===== config.mk =====
export PLATFORM = sky130hd
export DESIGN_NAME = xor_frame_unit
export DESIGN_NICKNAME = d
export VERILOG_FILES = /design/src/rtl/xor_unit_pkg.sv /design/src/rtl/xor_out_stage.sv /design/src/rtl/xor_frame_unit.sv
export SDC_FILE = /design/constraint.sdc
export NUM_CORES = 1
export LEC_CHECK = 0
export ABC_AREA = 1
export ABC_CLOCK_PERIOD_IN_PS = 2440
export CORE_MARGIN = 4
export CORE_UTILIZATION = 30
export CTS_BUF_LIST = sky130_fd_sc_hd__clkbuf_8
export DETAILED_ROUTE_END_ITERATION = 7
export GPL_TIMING_DRIVEN = 0
export PLACE_DENSITY_LB_ADDON = 0.3
export SLEW_MARGIN = 10
export SYNTH_ARGS = -nofsm -noshare
export SYNTH_HDL_FRONTEND = slang
export SYNTH_SLANG_ARGS = --single-unit

===== constraint.sdc =====
create_clock -name clk -period 2.44 [get_ports clk]
set_input_delay 0.488 -clock clk [delete_from_list [all_inputs] [get_ports clk]]
set_output_delay 0.488 -clock clk [all_outputs]
set_load 0.005 [all_outputs]

===== src/rtl/xor_unit_pkg.sv =====
// Shared definitions for the XOR frame unit: mode encodings and the per-lane operator.
// Latency: none (pure types and functions).
// Backpressure: not applicable.
package xor_unit_pkg;

    typedef logic [1:0] mode_t;

    localparam mode_t MODE_XOR   = 2'b00;
    localparam mode_t MODE_XNOR  = 2'b01;
    localparam mode_t MODE_ACCUM = 2'b10;
    localparam mode_t MODE_RSVD  = 2'b11;

    // One lane of the bank. The reserved encoding falls through to plain XOR.
    function automatic logic lane_op(
        input mode_t mode,
        input logic  a,
        input logic  b,
        input logic  acc
    );
        logic x;
        x = a ^ b;
        case (mode)
            MODE_XNOR:  return ~x;
            MODE_ACCUM: return acc ^ x;
            default:    return x;
        endcase
    endfunction

endpackage


===== src/rtl/xor_out_stage.sv =====
// Single registered output slot carrying result data, its parity and the frame-last flag.
// Latency: 1 clk from load to out_valid.
// Backpressure: contents hold while out_valid && !out_ready; in_ready drops only in that case.
module xor_out_stage #(
    parameter int WIDTH = 4
) (
    input  logic             clk,
    input  logic             rst_n,
    input  logic             load,
    input  logic [WIDTH-1:0] load_data,
    input  logic             load_last,
    input  logic             out_ready,
    output logic             in_ready,
    output logic             out_valid,
    output logic [WIDTH-1:0] out_data,
    output logic             out_parity,
    output logic             out_last
);

    // The slot can take a new beat when it is empty or being drained this cycle.
    assign in_ready = !out_valid || out_ready;

    // Capture on load; otherwise empty the slot once downstream has taken it.
    always_ff @(posedge clk or negedge rst_n) begin
        if (!rst_n) begin
            out_valid  <= 1'b0;
            out_data   <= '0;
            out_parity <= 1'b0;
            out_last   <= 1'b0;
        end else if (load) begin
            out_valid  <= 1'b1;
            out_data   <= load_data;
            out_parity <= ^load_data;
            out_last   <= load_last;
        end else if (out_ready) begin
            out_valid  <= 1'b0;
        end
    end

endmodule


===== src/rtl/xor_frame_unit.sv =====
// WIDTH-lane XOR/XNOR/accumulate bank with frame-level mode latching, parity and frame counting.
// Latency: 1 clk from accepted beat to out_valid.
// Backpressure: in_ready = !out_valid || out_ready; a stalled result holds and blocks new beats.
module xor_frame_unit
    import xor_unit_pkg::*;
#(
    parameter int WIDTH = 4,
    parameter int CNT_W = 8
) (
    input  logic             clk,
    input  logic             rst_n,
    input  logic             in_valid,
    output logic             in_ready,
    input  logic [WIDTH-1:0] in_a,
    input  logic [WIDTH-1:0] in_b,
    input  logic [1:0]       in_mode,
    input  logic             in_last,
    output logic             out_valid,
    input  logic             out_ready,
    output logic [WIDTH-1:0] out_data,
    output logic             out_parity,
    output logic             out_last,
    output logic             mode_err,
    output logic [CNT_W-1:0] frame_cnt
);

    logic             accept;
    logic             deliver;
    logic             mid_frame;
    mode_t            mode_q;
    mode_t            eff_mode;
    logic [WIDTH-1:0] acc;
    logic [WIDTH-1:0] result;

    assign accept   = in_valid && in_ready;
    assign deliver  = out_valid && out_ready;

    // The first beat of a frame selects the mode; later beats follow the latched one.
    assign eff_mode = mid_frame ? mode_q : mode_t'(in_mode);

    for (genvar i = 0; i < WIDTH; i++) begin : g_lane
        assign result[i] = lane_op(eff_mode, in_a[i], in_b[i], acc[i]);
    end

    // Frame tracking: latch mode on the opening beat, flag disagreeing beats for one cycle.
    always_ff @(posedge clk or negedge rst_n) begin
        if (!rst_n) begin
            mid_frame <= 1'b0;
            mode_q    <= MODE_XOR;
            mode_err  <= 1'b0;
        end else begin
            mode_err <= accept && mid_frame && (mode_t'(in_mode) != mode_q);
            if (accept) begin
                if (!mid_frame) begin
                    mode_q <= mode_t'(in_mode);
                end
                mid_frame <= !in_last;
            end
        end
    end

    // Running XOR: only ACCUM beats fold in, and any frame end clears it.
    always_ff @(posedge clk or negedge rst_n) begin
        if (!rst_n) begin
            acc <= '0;
        end else if (accept) begin
            if (in_last) begin
                acc <= '0;
            end else if (eff_mode == MODE_ACCUM) begin
                acc <= result;
            end
        end
    end

    // Count frames as their final result leaves the unit; wraps naturally.
    always_ff @(posedge clk or negedge rst_n) begin
        if (!rst_n) begin
            frame_cnt <= '0;
        end else if (deliver && out_last) begin
            frame_cnt <= frame_cnt + 1'b1;
        end
    end

    xor_out_stage #(
        .WIDTH (WIDTH)
    ) u_out_stage (
        .clk        (clk),
        .rst_n      (rst_n),
        .load       (accept),
        .load_data  (result),
        .load_last  (in_last),
        .out_ready  (out_ready),
        .in_ready   (in_ready),
        .out_valid  (out_valid),
        .out_data   (out_data),
        .out_parity (out_parity),
        .out_last   (out_last)
    );

endmodule


==> metrics <==
arrival time of the worst setup path 2350 ps; FMAX 457 MHz; remaining global-route overflow 0; Post-Syn Area 1280 um^2; Crit Path Class flip-flop to flip-flop; register area share after synthesis 44.9%; Startpoint Class flip-flop; Syn Nets 183; htree depth 1; Worst R2R End u_out_stage.out_parity$_DFFE_PN0P_; worst-case clock buffer depth 2; Max Cap Viol 0; unrepaired setup endpoints after global routing false; Critical Path RT 2600 ps; starting DRC count in detailed routing 42; R2R Setup Slk 250 ps; vias in the first global route 970; Die X 73.4 um; Slew Viols, Final 0; Reg clk slew, reported paths 80 ps; gr usage total 9.80%; count leader, synth nand2_1; worst skew pair latency 260 ps; CP endpoint kind flip-flop; initial antenna violation count 0; detailed placement HPWL 2000 um; Main synth FF type dfrtp_1; status finished clean; cts hold-fix bufs 0; P&R area growth vs syn 33.0%; period utilisation layout 89.8%; pin count of the biggest net entering global routing 24; Final Hold Fails 0; Max rail drop VDD 0.370 mV; CTS tree yes; static leakage 0.000852 uW; Top Ports 32; Die H 73.4 um; via density per instance 4.37; Antenna Violating Nets Remaining 0; worst reg2reg startpoint mid_frame$_DFFE_PN0P_; drt drc 0; cts repair resizes 0; Endpoint, Worst Hold frame_cnt[7]$_DFFE_PN0P_; first-pass detailed-route iteration total 4; TritonCTS Buffers 3; Netlist cell types 21; Post-synth top cells 41 x nand2_1, 29 x inv_1, 23 x dfrtp_1; hold depth 1; via count 1093; first-pass GRT wire length 4220 um; initial core utilization 31.6%; PD cells 801 nW/um^2; #FFs+latches synth 23; worst hold path type flip-flop to flip-flop; Ys Warns 0; CP max stage cell dfrtp_1; CP Max Fanout 7; Post-CTS Setup Bufs 0; Worst R2R Path Depth 15; asr flop ratio synth 100%; DRT Wirelength 2530 um; top cells by area, synth dfrtp_1 45%, nand2_1 12%, inv_1 8.5%; gpl congestion 0.763; Inst Count DP 246; min setup slack post-route 250 ps; Final setup violation count 0; fill count 408; Synth top area share 44.9%; core region area 4060 um^2; die area 5380 um^2; worst-path cell chain inv_1, or2_2, o21ai_2, inv_1, ha_1, inv_1, o21ai_1, nand3_1, nand2_2, inv_2, nand2_2, nand2_2, nand3_1, nand3_1, nand2_1; # clock sinks 23; area leader, netlist dfrtp_1; post-layout minimum cycle time 2190 ps; cell count after synthesis 165; row cnt 23; non-filler cells, final 250; routed wire length per instance 10.1 um; min-delay src frame_cnt[7]$_DFFE_PN0P_; Rel. slew slack 32.9%; EDFF count, synth 0; Syn Area/Cell 7.77 um^2; ANT cells 0; DP Worst Slack -240 ps; final setup skew 4.68 ps; share of layout cells above drive strength 1 8.50%; CP max stage delay 390 ps; Root Driver clkbuf_8; # nets final 219; Port Buf Inserts 31; worst slew pin tran 1000 ps
registers in the layout, summed over array words and instances, names as in the netlist:
name / cells
acc: 4
frame_cnt: 8
mid_frame: 1
mode_err: 1
mode_q: 2
u_out_stage.out_data: 4
u_out_stage.out_last: 1
u_out_stage.out_parity: 1
u_out_stage.out_valid: 1
logic make-up after synthesis:
family / count (synthesis) / synth area share (%)
muxes: 1 / 0.879
and+or+nand+nor: 77 / 26.6
DFF: 23 / 44.9
xor gates and xnor gates: 9 / 6.15
AOI/OAI and AO/OA: 20 / 8.59
buffers and inverters: 32 / 9.96
adders and majority gates: 3 / 2.93
layer usage:
metal	track usage [%]	wire length, um
met1	13.7	1280
met2	15.1	1120
met3	2.60	105
met4	2.41	25
met5	0	0
placed cells by master, fill, tap and decap left out, types with 2 or more instances in the layout:
| master | synthesis | final |
|---|---|---|
| clkbuf_8 | 0 | 3 |
| nor2_1 | 9 | 9 |
| dfrtp_1 | 23 | 23 |
| a21oi_1 | 4 | 4 |
| xnor2_1 | 4 | 4 |
| o22ai_1 | 4 | 4 |
| or2_2 | 2 | 2 |
| o21ai_1 | 1 | 2 |
| nand3_1 | 18 | 18 |
| nand3_2 | 2 | 2 |
| xor2_1 | 5 | 5 |
| o21ai_0 | 9 | 7 |
| nand2_2 | 4 | 4 |
| inv_1 | 29 | 29 |
| clkdlybuf4s50_1 | 0 | 31 |
| ha_1 | 3 | 3 |
| nand2_1 | 41 | 41 |
| inv_2 | 2 | 2 |
area by class of cell:
class | instances | area, um^2 | area share, %
inverters | 31 | 116 | 6.83
clock buffers | 3 | 41.3 | 2.42
multi-input cells | 110 | 582 | 34.1
well taps | 50 | 62.6 | 3.67
repair buffers | 31 | 310 | 18.2
clock inverters | 1 | 5.00 | 0.294
plain buffers | 1 | 11.3 | 0.661
flip-flops and latches | 23 | 576 | 33.8
worst max-delay path, delay by kind of cell (launching register included):
kind,cells,cell delay (ps)
fa+ha+maj,1,320
buf+inv,4,410
simple gates,8,770
flops,1,390
compound gates,2,190
worst max path at each step:
| stage | startpoint | endpoint | slack [ps] |
|---|---|---|---|
| finish | mid_frame$_DFFE_PN0P_ | u_out_stage.out_parity$_DFFE_PN0P_ | 250 |
| global route | mid_frame$_DFFE_PN0P_ | u_out_stage.out_parity$_DFFE_PN0P_ | 30 |
| CTS | in_mode[1] | u_out_stage.out_parity$_DFFE_PN0P_ | 50 |
| detailed placement | in_mode[1] | u_out_stage.out_parity$_DFFE_PN0P_ | -240 |
| global placement | in_mode[1] | u_out_stage.out_parity$_DFFE_PN0P_ | -160 |
| floorplan | mode_q[1]$_DFFE_PN0P_ | u_out_stage.out_parity$_DFFE_PN0P_ | 490 |
power by group:
part | switching [uW] | leakage (uW) | total (uW) | internal, uW
Combinational | 269 | 0.000543 | 570 | 301
Sequential | 82.7 | 0.000283 | 563 | 481
Clock | 117 | 0.0000255 | 231 | 114
Total | 469 | 0.000852 | 1360 | 896
metrics by stage:
| stage | setup TNS (ps) | total power [uW] | area, um^2 | hold slack (ps) | util (%) |
|---|---|---|---|---|---|
| finish | 0 | 1360 | 1700 | 475 | 42.0 |
| global route | 0 | 1480 | 1700 | 494 | 42.0 |
| CTS | 0 | 1380 | 1700 | 485 | 41.9 |
| detailed placement | -240 | 1150 | 1650 | 469 | 40.8 |
| global placement | -165 | 1140 | 1650 | 463 | 40.8 |
| floorplan | 0 | 882 | 1280 | 192 | - |
No activity file was read; power rests on OpenSTA's default activity.
